### config.mk
export PLATFORM = sky130hd
export DESIGN_NAME = mem_port_arbiter_flat
export DESIGN_NICKNAME = d
export VERILOG_FILES = /design/src/rtl/mem_port_arbiter_if.sv /design/src/rtl/mem_port_arbiter.sv /design/src/flat_wrapper.sv
export SDC_FILE = /design/constraint.sdc
export NUM_CORES = 1
export LEC_CHECK = 0
export ABC_AREA = 1
export CAP_MARGIN = 30
export CORE_MARGIN = 3
export CORE_UTILIZATION = 30
export CTS_BUF_LIST = sky130_fd_sc_hd__clkbuf_4 sky130_fd_sc_hd__clkbuf_8
export DETAILED_ROUTE_END_ITERATION = 6
export PLACE_DENSITY = 0.73
export SYNTH_ARGS = -nofsm -noshare
export SYNTH_HDL_FRONTEND = slang
export SYNTH_SLANG_ARGS = --single-unit
### constraint.sdc
create_clock -name clk_in -period 2 [get_ports clk_in]
set_clock_uncertainty 0.05 [all_clocks]
set_input_delay 0.2 -clock clk_in [delete_from_list [all_inputs] [get_ports clk_in]]
set_output_delay 0.2 -clock clk_in [all_outputs]
set_load 0.03 [all_outputs]
### src/rtl/mem_port_arbiter_if.sv
// Request/completion bundle between the three requesters, the arbiter and the
// byte-serial memory controller. The arbiter takes the slave view; the
// environment (requesters plus controller) takes the master view.
interface mem_port_arbiter_if #(
  parameter int unsigned LSB_TYPE_WIDTH = 4
);
  logic                      rdy_in;
  logic                      flush;
  logic                      io_buffer_full;

  logic                      if_en;
  logic [31:0]               if_addr;
  logic                      if_rdy;

  logic                      lsb_en;
  logic [31:0]               lsb_addr;
  logic [LSB_TYPE_WIDTH-1:0] lsb_type;
  logic [31:0]               lsb_wdata;
  logic                      lsb_rdy;

  logic                      pf_en;
  logic [31:0]               pf_addr;
  logic                      pf_rdy;

  logic [31:0]               rd_data;

  logic                      mc_en;
  logic                      mc_is_lsb;
  logic [31:0]               mc_addr;
  logic [LSB_TYPE_WIDTH-1:0] mc_type;
  logic [31:0]               mc_wdata;
  logic                      mc_rdy;
  logic [31:0]               mc_rdata;

  logic [1:0]                grant_id;
  logic [3:0]                starve_cnt;

  modport slave (
    input  rdy_in, flush, io_buffer_full,
    input  if_en, if_addr,
    input  lsb_en, lsb_addr, lsb_type, lsb_wdata,
    input  pf_en, pf_addr,
    input  mc_rdy, mc_rdata,
    output if_rdy, lsb_rdy, pf_rdy, rd_data,
    output mc_en, mc_is_lsb, mc_addr, mc_type, mc_wdata,
    output grant_id, starve_cnt
  );

  modport master (
    output rdy_in, flush, io_buffer_full,
    output if_en, if_addr,
    output lsb_en, lsb_addr, lsb_type, lsb_wdata,
    output pf_en, pf_addr,
    output mc_rdy, mc_rdata,
    input  if_rdy, lsb_rdy, pf_rdy, rd_data,
    input  mc_en, mc_is_lsb, mc_addr, mc_type, mc_wdata,
    input  grant_id, starve_cnt
  );
endinterface

### src/rtl/mem_port_arbiter.sv
// Shares the memory controller's single request port between instruction
// fetch, the load/store buffer and the prefetcher. Fixed priority
// LSB > IF > PF with an IF anti-starvation override, non-preemptive
// transactions, and one idle GAP cycle after every completion.
module mem_port_arbiter #(
  parameter int unsigned STARVE_LIMIT   = 4,
  parameter int unsigned LSB_TYPE_WIDTH = 4
) (
  input logic               clk_in,
  input logic               rst_in,
  mem_port_arbiter_if.slave bus
);

  typedef enum logic [1:0] {IDLE, BUSY, GAP} state_t;
  typedef enum logic [1:0] {
    GNT_NONE = 2'b00,
    GNT_IF   = 2'b01,
    GNT_LSB  = 2'b10,
    GNT_PF   = 2'b11
  } grant_t;

  localparam logic [3:0] LIMIT = 4'(STARVE_LIMIT);

  state_t                    state_q, state_d;
  grant_t                    grant_q, grant_d;
  grant_t                    winner;
  logic                      mc_en_q, mc_en_d;
  logic                      mc_is_lsb_q, mc_is_lsb_d;
  logic [31:0]               mc_addr_q, mc_addr_d;
  logic [LSB_TYPE_WIDTH-1:0] mc_type_q, mc_type_d;
  logic [31:0]               mc_wdata_q, mc_wdata_d;
  logic [3:0]                starve_q, starve_d;

  logic if_ok, lsb_ok, pf_ok, flush_eff, done;

  assign if_ok     = bus.if_en;
  assign lsb_ok    = bus.lsb_en && !bus.io_buffer_full;
  assign pf_ok     = bus.pf_en && !bus.if_en && !bus.lsb_en;
  assign flush_eff = bus.flush && bus.rdy_in;

  // Arbitration: LSB wins unless IF has waited through LIMIT LSB grants.
  always_comb begin
    if (lsb_ok && !(if_ok && starve_q == LIMIT)) winner = GNT_LSB;
    else if (if_ok)                              winner = GNT_IF;
    else if (pf_ok)                              winner = GNT_PF;
    else                                         winner = GNT_NONE;
  end

  // Next-state and next-output logic; everything holds while rdy_in is low.
  always_comb begin
    // NOTE: every target gets a hold value first so no path can infer a latch.
    state_d     = state_q;
    grant_d     = grant_q;
    mc_en_d     = mc_en_q;
    mc_is_lsb_d = mc_is_lsb_q;
    mc_addr_d   = mc_addr_q;
    mc_type_d   = mc_type_q;
    mc_wdata_d  = mc_wdata_q;
    starve_d    = starve_q;

    if (bus.rdy_in) begin
      if (bus.flush) begin
        state_d  = IDLE;
        mc_en_d  = 1'b0;
        grant_d  = GNT_NONE;
        starve_d = '0;
      end else begin
        case (state_q)
          IDLE: begin
            mc_en_d = 1'b0;
            if (winner != GNT_NONE) begin
              state_d     = BUSY;
              mc_en_d     = 1'b1;
              grant_d     = winner;
              mc_is_lsb_d = (winner == GNT_LSB);
              mc_type_d   = '0;
              mc_wdata_d  = '0;
              case (winner)
                GNT_LSB: begin
                  mc_addr_d  = bus.lsb_addr;
                  mc_type_d  = bus.lsb_type;
                  mc_wdata_d = bus.lsb_wdata;
                end
                GNT_IF:  mc_addr_d = bus.if_addr;
                default: mc_addr_d = bus.pf_addr;
              endcase
              // Only an LSB win over a waiting IF counts toward starvation.
              if (winner == GNT_LSB && bus.if_en)
                starve_d = (starve_q == LIMIT) ? LIMIT : starve_q + 4'd1;
              else
                starve_d = '0;
            end
          end
          BUSY: begin
            if (bus.mc_rdy) begin
              state_d = GAP;
              mc_en_d = 1'b0;
              grant_d = GNT_NONE;
            end
          end
          GAP:     state_d = IDLE;
          default: state_d = IDLE;
        endcase
      end
    end
  end

  // State and registered controller-facing outputs.
  always_ff @(posedge clk_in or negedge rst_in) begin
    // NOTE: registers are updated with <= so every flop samples pre-edge values.
    if (!rst_in) begin
      state_q     <= IDLE;
      grant_q     <= GNT_NONE;
      mc_en_q     <= 1'b0;
      mc_is_lsb_q <= 1'b0;
      mc_addr_q   <= '0;
      mc_type_q   <= '0;
      mc_wdata_q  <= '0;
      starve_q    <= '0;
    end else begin
      state_q     <= state_d;
      grant_q     <= grant_d;
      mc_en_q     <= mc_en_d;
      mc_is_lsb_q <= mc_is_lsb_d;
      mc_addr_q   <= mc_addr_d;
      mc_type_q   <= mc_type_d;
      mc_wdata_q  <= mc_wdata_d;
      starve_q    <= starve_d;
    end
  end

  // Completion pulses are combinational so the requester sees rd_data in the mc_rdy cycle.
  assign done        = bus.mc_rdy && (state_q == BUSY) && !flush_eff;
  assign bus.if_rdy  = done && (grant_q == GNT_IF);
  assign bus.lsb_rdy = done && (grant_q == GNT_LSB);
  assign bus.pf_rdy  = done && (grant_q == GNT_PF);
  assign bus.rd_data = bus.mc_rdata;

  assign bus.mc_en      = mc_en_q;
  assign bus.mc_is_lsb  = mc_is_lsb_q;
  assign bus.mc_addr    = mc_addr_q;
  assign bus.mc_type    = mc_type_q;
  assign bus.mc_wdata   = mc_wdata_q;
  assign bus.grant_id   = grant_q;
  assign bus.starve_cnt = starve_q;

endmodule
### src/flat_wrapper.sv
// flat-port wrapper written by rule: the top's interface ports become plain ports
module mem_port_arbiter_flat 
#(
  parameter int unsigned STARVE_LIMIT   = 4,
  parameter int unsigned LSB_TYPE_WIDTH = 4
)
  (clk_in, rst_in, bus_rdy_in, bus_flush, bus_io_buffer_full, bus_if_en, bus_if_addr, bus_lsb_en, bus_lsb_addr, bus_lsb_type, bus_lsb_wdata, bus_pf_en, bus_pf_addr, bus_mc_rdy, bus_mc_rdata, bus_if_rdy, bus_lsb_rdy, bus_pf_rdy, bus_rd_data, bus_mc_en, bus_mc_is_lsb, bus_mc_addr, bus_mc_type, bus_mc_wdata, bus_grant_id, bus_starve_cnt);
  mem_port_arbiter_if #(.LSB_TYPE_WIDTH(LSB_TYPE_WIDTH)) bus_i ();
  input logic clk_in;
  input logic rst_in;
  input wire logic [$bits(bus_i.rdy_in)-1:0] bus_rdy_in;
  input wire logic [$bits(bus_i.flush)-1:0] bus_flush;
  input wire logic [$bits(bus_i.io_buffer_full)-1:0] bus_io_buffer_full;
  input wire logic [$bits(bus_i.if_en)-1:0] bus_if_en;
  input wire logic [$bits(bus_i.if_addr)-1:0] bus_if_addr;
  input wire logic [$bits(bus_i.lsb_en)-1:0] bus_lsb_en;
  input wire logic [$bits(bus_i.lsb_addr)-1:0] bus_lsb_addr;
  input wire logic [$bits(bus_i.lsb_type)-1:0] bus_lsb_type;
  input wire logic [$bits(bus_i.lsb_wdata)-1:0] bus_lsb_wdata;
  input wire logic [$bits(bus_i.pf_en)-1:0] bus_pf_en;
  input wire logic [$bits(bus_i.pf_addr)-1:0] bus_pf_addr;
  input wire logic [$bits(bus_i.mc_rdy)-1:0] bus_mc_rdy;
  input wire logic [$bits(bus_i.mc_rdata)-1:0] bus_mc_rdata;
  output wire logic [$bits(bus_i.if_rdy)-1:0] bus_if_rdy;
  output wire logic [$bits(bus_i.lsb_rdy)-1:0] bus_lsb_rdy;
  output wire logic [$bits(bus_i.pf_rdy)-1:0] bus_pf_rdy;
  output wire logic [$bits(bus_i.rd_data)-1:0] bus_rd_data;
  output wire logic [$bits(bus_i.mc_en)-1:0] bus_mc_en;
  output wire logic [$bits(bus_i.mc_is_lsb)-1:0] bus_mc_is_lsb;
  output wire logic [$bits(bus_i.mc_addr)-1:0] bus_mc_addr;
  output wire logic [$bits(bus_i.mc_type)-1:0] bus_mc_type;
  output wire logic [$bits(bus_i.mc_wdata)-1:0] bus_mc_wdata;
  output wire logic [$bits(bus_i.grant_id)-1:0] bus_grant_id;
  output wire logic [$bits(bus_i.starve_cnt)-1:0] bus_starve_cnt;
  assign bus_i.rdy_in = bus_rdy_in;
  assign bus_i.flush = bus_flush;
  assign bus_i.io_buffer_full = bus_io_buffer_full;
  assign bus_i.if_en = bus_if_en;
  assign bus_i.if_addr = bus_if_addr;
  assign bus_i.lsb_en = bus_lsb_en;
  assign bus_i.lsb_addr = bus_lsb_addr;
  assign bus_i.lsb_type = bus_lsb_type;
  assign bus_i.lsb_wdata = bus_lsb_wdata;
  assign bus_i.pf_en = bus_pf_en;
  assign bus_i.pf_addr = bus_pf_addr;
  assign bus_i.mc_rdy = bus_mc_rdy;
  assign bus_i.mc_rdata = bus_mc_rdata;
  assign bus_if_rdy = bus_i.if_rdy;
  assign bus_lsb_rdy = bus_i.lsb_rdy;
  assign bus_pf_rdy = bus_i.pf_rdy;
  assign bus_rd_data = bus_i.rd_data;
  assign bus_mc_en = bus_i.mc_en;
  assign bus_mc_is_lsb = bus_i.mc_is_lsb;
  assign bus_mc_addr = bus_i.mc_addr;
  assign bus_mc_type = bus_i.mc_type;
  assign bus_mc_wdata = bus_i.mc_wdata;
  assign bus_grant_id = bus_i.grant_id;
  assign bus_starve_cnt = bus_i.starve_cnt;
  mem_port_arbiter #(.STARVE_LIMIT(STARVE_LIMIT), .LSB_TYPE_WIDTH(LSB_TYPE_WIDTH)) u_core (.clk_in(clk_in), .rst_in(rst_in), .bus(bus_i));
endmodule
==> results of run 1 <==
[cell usage in the layout, fill, tap and decap left out, types with 2 or more instances in the layout]
cell / instances
a21oi_1: 2
ha_4: 4
o21ai_1: 19
buf_12: 9
clkbuf_16: 3
buf_4: 22
dfrtp_1: 76
inv_1: 12
nand2_2: 8
nor2_1: 10
inv_6: 2
nand3_1: 41
nand2_1: 217
clkdlybuf4s50_1: 215
inv_2: 4
clkbuf_8: 9
o211ai_1: 32
clkinv_4: 2
nor2_4: 2
buf_16: 2
nand3_4: 2
dfrtp_2: 2
nor3_1: 4
buf_6: 6
ha_1: 2
inv_4: 2
o21ai_0: 25
clkinvlp_4: 3
[kinds of logic (layout without fill, tap and decap cells)]
group                      Yosys count  after routing  share of synthesized area [%]
AOI/OAI and AO/OA                   78             78                           11.4
xor gates and xnor gates             1              1                          0.212
adders and majority gates            6              6                           1.81
buffers and inverters               82            295                           11.3
DFF                                 78             78                           47.2
and+or+nand+nor                    286            287                           28.1
[repair_timing]
item                                   in CTS  in global routing
gates resized for setup                    10                 34
setup buffers                               1                  5
gates cloned                                3                  7
setup endpoints to repair                  14                 74
hold buffers                                1                  0
pin swaps                                   4                  4
endpoints found under the hold margin      34                  0
[per-layer routing]
layer  vias up  part of all wire [%]  GRT usage, %
met2       197                    48          28.7
met4         0                   1.1          4.71
li1       2116                     -             -
met1      1947                    42          20.6
met5         -                     0             0
met3        11                   9.5          6.13
[stage by stage]
stage	instances	power, mW	hold WS [ns]
2_1_floorplan	531	3.80	-0.146
4_1_cts	909	6.33	0.300
5_1_grt	921	6.73	0.324
6_report	921	6.36	0.314
3_5_place_dp	889	5.09	0.147
3_3_place_gp	889	5.07	0.136
[state kept, by name (all words and copies together), names as in the netlist]
signal	cells
u_core.bus.grant_id	2
u_core.bus.mc_addr	32
u_core.bus.mc_en	1
u_core.bus.mc_is_lsb	1
u_core.bus.mc_type	4
u_core.bus.mc_wdata	32
u_core.bus.starve_cnt	4
u_core.state_q	2
[Yosys cell counts, drive strengths merged]
library cell,instances
xor2,1
buf,48
a21oi,2
nor3,4
inv,19
clkbuf,15
dfrtp,78
nor2,12
o211ai,32
nand2,226
nand3,42
ha,6
nand4,1
or2,1
o21ai,44
[worst max-delay path, cell delays in order (launching register included)]
cell	delay, ns
dfrtp_2	0.41
inv_2	0.09
ha_4	0.13
nand4_1	0.11
nand2_2	0.14
nand2_4	0.08
ha_4	0.17
nor2_4	0.12
buf_4	0.14
nand3_4	0.12
clkbuf_16	0.20
nand2_1	0.05
o21ai_0	0.08
[final cells by class]
class	instances	area [um^2]	share of cell area, %
inverters	19	83.8	1.20
clock buffers	9	124	1.77
flip-flops and latches	78	1950	27.9
multi-input cells	372	1810	25.9
well taps	176	220	3.14
clock inverters	7	57.6	0.822
repair buffers	260	2750	39.3
[how the worst max path moves through the flow]
| stage | end | slack, ns | from | depth (start not counted) |
|---|---|---|---|---|
| 3_3_place_gp | u_core.bus.mc_addr[0] | -0.14 | bus_lsb_en | 12 |
| 5_1_grt | u_core.bus.mc_addr[4] | -0.14 | u_core.bus.starve_cnt[0] | 12 |
| 2_1_floorplan | u_core.bus.mc_addr[10] | 0.002 | u_core.bus.starve_cnt[0] | 12 |
| 4_1_cts | u_core.bus.mc_addr[0] | 0.004 | u_core.bus.starve_cnt[0] | 12 |
| 6_report | u_core.bus.mc_wdata[7] | -0.02 | u_core.bus.starve_cnt[0] | 12 |
| 3_5_place_dp | u_core.bus.mc_addr[17] | -0.20 | bus_if_en | 12 |
[where the power goes]
| group | internal [mW] | switching, mW |
|---|---|---|
| logic | 1.37 | 1.66 |
| clock network | 0.463 | 0.642 |
| registers | 1.97 | 0.244 |
| total | 3.81 | 2.55 |
==> summary.md, run 1 <==
| Metric | Value |
|---|---|
| Outcome | complete, but fails checks |
| Violations in the final reports | negative setup slack |
| Syn nets | 710 |
| Hold WC Path Type | in -> async |
| Area of the core | 13,300 um^2 |
| Clock buffers created by TritonCTS | 9 |
| Antenna diode instance count | 0 |
| Required @ worst endpoint | 2.18 ns |
| Launching point of the worst reg2reg path | u_core.bus.starve_cnt[0] |
| MaxCap Viol Count | 0 |
| Number of nets still failing antenna checks after routing | 0 |
| Unrepaired setup endpoints after global routing | true |
| Register clock-pin slew on the reported worst setup and hold paths | 0.09 ns |
| Deepest clock path buffer count | 2 |
| Final Setup Violations | 2 |
| Cell depth of the worst flop-to-flop path | 12 |
| Relative slew margins | 66.9% |
| Number of detailed-routing iterations run before antenna repair | 4 |
| Area post-placement | 6480 um^2 |
| Post-synthesis cell count | 531 |
| Utilization after layout | 52.5% |
| Top cells by area, synth | dfrtp_1 47%, nand2_1 21%, buf_4 6.9% |
| Overflow left after global routing | 0 |
| Area growth syn-to-layout | 69.3% |
| First DRT Iteration DRCs | 201 |
| Clock tree root buffer cell | clkbuf_8 |
| Sum of negative setup slack | -0.0364 ns |
| Mean area per synthesized cell | 7.79 um^2 |
| Detailed placer's ending HPWL | 9830 um |
| Count of endpoints failing hold in the final timing report | 0 |
| Fraction of the cycle the final worst path needs | 101% |
| Startpoint types | flop |
| Final non-filler cell area | 7010 um^2 |
| Via count | 4,271 |
| Seq/Total Area, Yosys | 47.2% |
| Number of flip-flops and latches in the synthesized netlist | 78 |
| Top cell type's share of synthesized area | 47.2% |
| Timing-limited maximum frequency | 494 MHz |
| Number of different library cells in the post-synthesis netlist | 21 |
| Row count | 42 |
| Peak supply drop | 0.000403 V |
| Final #Nets | 919 |
| Clock latency on the worst-skew pair | 0.35 ns |
| Leakage power summed over all cells | 3.04 nW |
| Final number of max-transition violations | 0 |
| Die outline height | 123 um |
| Overall routed net length | 14,400 um |
| Crit path kind | reg -> reg |
| Global-route wire length before repair | 20,100 um |
| Critical register-to-register path endpoint | u_core.bus.mc_wdata[7] |
| Worst-margin pin slew | 0.496 ns |
| Clock tree from TritonCTS | yes |
| Vias in the first global route | 3,984 |
| Share of layout cells above drive strength 1 | 11.7% |
| Die width | 123 um |
| Maximum fanout along the worst path | 7 |
| Worst Setup Slack, final | -0.0239 ns |
| Maximum number of pins on one net before global-route repair | 57 |
| Count of warnings emitted by yosys | 0 |
| Starting density of the core | 31.0% |
| Clock period minus final worst setup slack | 2.02 ns |
| Cell type contributing the most total cell area after synthesis | dfrtp_1 |
| Total die area | 15,200 um^2 |
| Post-placement worst setup slack | -0.204 ns |
| Number of antenna violations at the first check in global routing | 0 |
| Crit. End Element | flop |
| H-Tree Level Count | 3 |
| Number of vias per cell | 4.64 |
| WL per Instance | 15.6 um |
| Last weighted congestion value of the routability-driven placer | 0.815 |
| Fillers | 1,233 |
| Remaining DRCs | 0 |
| Summed instance area of the synthesized netlist | 4140 um^2 |
| Pwr dens | 907 nW/um^2 |
| Number of primary I/O pins | 284 |
| Clk sinks | 78 |
| Total global routing track utilization | 17.1% |
| Number of buffers added on ports | 219 |
| Flop-to-flop setup slack | -0.02 ns |
| Data arrival at the endpoint of the critical path | 2.20 ns |
Power figures use the tool's default switching activity.
==> run 2: changes to the inputs <==
--- a/config.mk
+++ b/config.mk
@@ -6,12 +6,12 @@
 export NUM_CORES = 1
 export LEC_CHECK = 0
 export ABC_AREA = 1
-export CAP_MARGIN = 30
+export CAP_MARGIN = 10
 export CORE_MARGIN = 3
 export CORE_UTILIZATION = 30
 export CTS_BUF_LIST = sky130_fd_sc_hd__clkbuf_4 sky130_fd_sc_hd__clkbuf_8
 export DETAILED_ROUTE_END_ITERATION = 6
-export PLACE_DENSITY = 0.73
+export PLACE_DENSITY = 0.7
 export SYNTH_ARGS = -nofsm -noshare
 export SYNTH_HDL_FRONTEND = slang
 export SYNTH_SLANG_ARGS = --single-unit
==> constraint.sdc (replaced) <==
create_clock -name clk_in -period 2.23 [get_ports clk_in]
set_clock_uncertainty 0.05 [all_clocks]
set_input_delay 0.223 -clock clk_in [delete_from_list [all_inputs] [get_ports clk_in]]
set_output_delay 0.223 -clock clk_in [all_outputs]
set_load 0.03 [all_outputs]
==> summary.md, run 2 (synthesized netlist as in run 1, its figures left out) <==
| Metric | Value |
|---|---|
| Outcome | complete, no violations (was complete, but fails checks) |
| H-Tree Level Count | 3 (unchanged) |
| Clock tree root buffer cell | clkbuf_8 (unchanged) |
| Via count | 4,267 (was 4,271) |
| Number of vias per cell | 4.71 (was 4.64) |
| Data arrival at the endpoint of the critical path | 2.32 ns (was 2.20 ns) |
| Clk sinks | 78 (unchanged) |
| Final number of max-transition violations | 0 (unchanged) |
| Antenna diode instance count | 0 (unchanged) |
| Leakage power summed over all cells | 2.94 nW (was 3.04 nW) |
| Worst-margin pin slew | 0.475 ns (was 0.496 ns) |
| WL per Instance | 14.8 um (was 15.6 um) |
| Fraction of the cycle the final worst path needs | 93.3% (was 101%) |
| Die outline height | 123 um (unchanged) |
| Clock period minus final worst setup slack | 2.08 ns (was 2.02 ns) |
| Deepest clock path buffer count | 2 (unchanged) |
| Number of antenna violations at the first check in global routing | 0 (unchanged) |
| Final Setup Violations | 0 (was 2) |
| Clock tree from TritonCTS | yes (unchanged) |
| Remaining DRCs | 0 (unchanged) |
| Area of the core | 13,300 um^2 (unchanged) |
| Starting density of the core | 31.0% (unchanged) |
| Count of endpoints failing hold in the final timing report | 0 (unchanged) |
| Overflow left after global routing | 0 (unchanged) |
| Utilization after layout | 50.4% (was 52.5%) |
| Maximum number of pins on one net before global-route repair | 73 (was 57) |
| Number of nets still failing antenna checks after routing | 0 (unchanged) |
| Maximum fanout along the worst path | 16 (was 7) |
| Startpoint types | flop (unchanged) |
| Total global routing track utilization | 16.8% (was 17.1%) |
| Overall routed net length | 13,400 um (was 14,400 um) |
| Pwr dens | 841 nW/um^2 (was 907 nW/um^2) |
| Most frequent cells in the layout | 224 x nand2_1, 215 x clkdlybuf4s50_1, 76 x dfrtp_1 (was 217 x nand2_1, 215 x clkdlybuf4s50_1, 76 x dfrtp_1) |
| Clock latency on the worst-skew pair | 0.35 ns (about the same) |
| Vias in the first global route | 4,161 (was 3,984) |
| Clock buffers created by TritonCTS | 9 (unchanged) |
| Unrepaired setup endpoints after global routing | false (was true) |
| Row count | 42 (unchanged) |
| First DRT Iteration DRCs | 195 (was 201) |
| Final #Nets | 903 (was 919) |
| Fillers | 1,262 (was 1,233) |
| Final non-filler cell area | 6730 um^2 (was 7010 um^2) |
| Timing-limited maximum frequency | 481 MHz (was 494 MHz) |
| Global-route wire length before repair | 20,000 um (was 20,100 um) |
| Number of detailed-routing iterations run before antenna repair | 6 (was 4) |
| Detailed placer's ending HPWL | 9870 um (was 9830 um) |
| MaxCap Viol Count | 0 (unchanged) |
| Hold WC Path Type | in -> async (unchanged) |
| Area growth syn-to-layout | 62.7% (was 69.3%) |
| Share of layout cells above drive strength 1 | 8.64% (was 11.7%) |
| Crit path kind | reg -> reg (unchanged) |
| Required @ worst endpoint | 2.47 ns (was 2.18 ns) |
| Number of buffers added on ports | 219 (unchanged) |
| Last weighted congestion value of the routability-driven placer | 0.840 (was 0.815) |
| Leading cell type in the layout, fill and taps excluded | nand2_1 (unchanged) |
| Register clock-pin slew on the reported worst setup and hold paths | 0.08 ns (was 0.09 ns) |
| Die width | 123 um (unchanged) |
| Relative slew margins | 68.3% (was 66.9%) |
| Number of primary I/O pins | 284 (unchanged) |
| Peak supply drop | 0.000408 V (was 0.000403 V) |
| Total die area | 15,200 um^2 (unchanged) |
| Area post-placement | 6380 um^2 (was 6480 um^2) |
| Crit. End Element | flop (unchanged) |
| Sum of negative setup slack | 0 ns (was -0.0364 ns) |
-- run 2: report_power, final --
part / switching [mW] / internal, mW / total, mW
Combinational: 1.45 / 1.14 / 2.59
Sequential: 0.220 / 1.77 / 1.99
Clock: 0.520 / 0.560 / 1.08
Total: 2.19 / 3.47 / 5.66
-- run 2: critical path, stage by stage (launching register included) --
cell and delay (ns):
dfrtp_2 0.42, inv_1 0.07, ha_2 0.17, nand4_1 0.11
nand2_2 0.10, nand2_2 0.08, ha_2 0.21, nor2_4 0.15
nand3_4 0.18, inv_4 0.13, clkbuf_16 0.18, o211ai_1 0.11
nand2_1 0.07
-- run 2: cell type report --
cell class | count | area [um^2] | area share (%)
clock buffers | 11 | 145 | 2.16
repair buffers | 245 | 2540 | 37.8
flip-flops and latches | 78 | 1950 | 29.0
multi-input cells | 371 | 1730 | 25.7
clock inverters | 5 | 58.8 | 0.873
inverters | 19 | 76.3 | 1.13
well taps | 176 | 220 | 3.27
-- run 2: stage by stage --
stage / power, mW / cells / worst slack [ns] / hold slack (ns)
final: 5.66 / 905 / 0.150 / 0.316
after global routing: 6.02 / 905 / 0.0127 / 0.336
after CTS: 5.65 / 898 / 0.0662 / 0.320
after detailed placement: 4.54 / 881 / -0.0550 / 0.166
after global placement: 4.51 / 881 / -0.0507 / 0.154
after floorplan: 3.38 / 531 / 0.0484 / -0.123
-- run 2: timing repair --
item | 4_1_cts | 5_1_grt
hold buffers | 1 | 0
hold endpoints to repair | 34 | 0
gates resized for setup | 3 | 26
pin swaps | 0 | 1
setup buffers | 0 | 3
endpoints found under the setup margin | 3 | 79
gates cloned | 0 | 4
-- run 2: worst paths after layout --
kind / start / to / slack [ns] / cells past startpoint
hold reg to reg: u_core.bus.mc_addr[15] / u_core.bus.mc_addr[15] / 0.44 / 2
hold / removal: rst_in / u_core.bus.grant_id[0] / 0.32 / 2
max in group asynchronous: rst_in / u_core.bus.mc_addr[3] / 1.21 / 3
setup reg to reg: u_core.bus.starve_cnt[1] / u_core.bus.mc_addr[23] / 0.15 / 12
min in group clk_in: bus_lsb_wdata[12] / u_core.bus.mc_wdata[12] / 0.39 / 3
setup / recovery: u_core.bus.starve_cnt[1] / u_core.bus.mc_addr[23] / 0.15 / 12
-- run 2: layer usage --
layer / GRT usage [%] / wire [um] / vias up
li1: - / - / 2077
met1: 20.2 / 5460 / 1969
met2: 28.4 / 6590 / 202
met3: 5.17 / 1160 / 19
met4: 6.02 / 233 / 0
met5: 0 / 0 / -
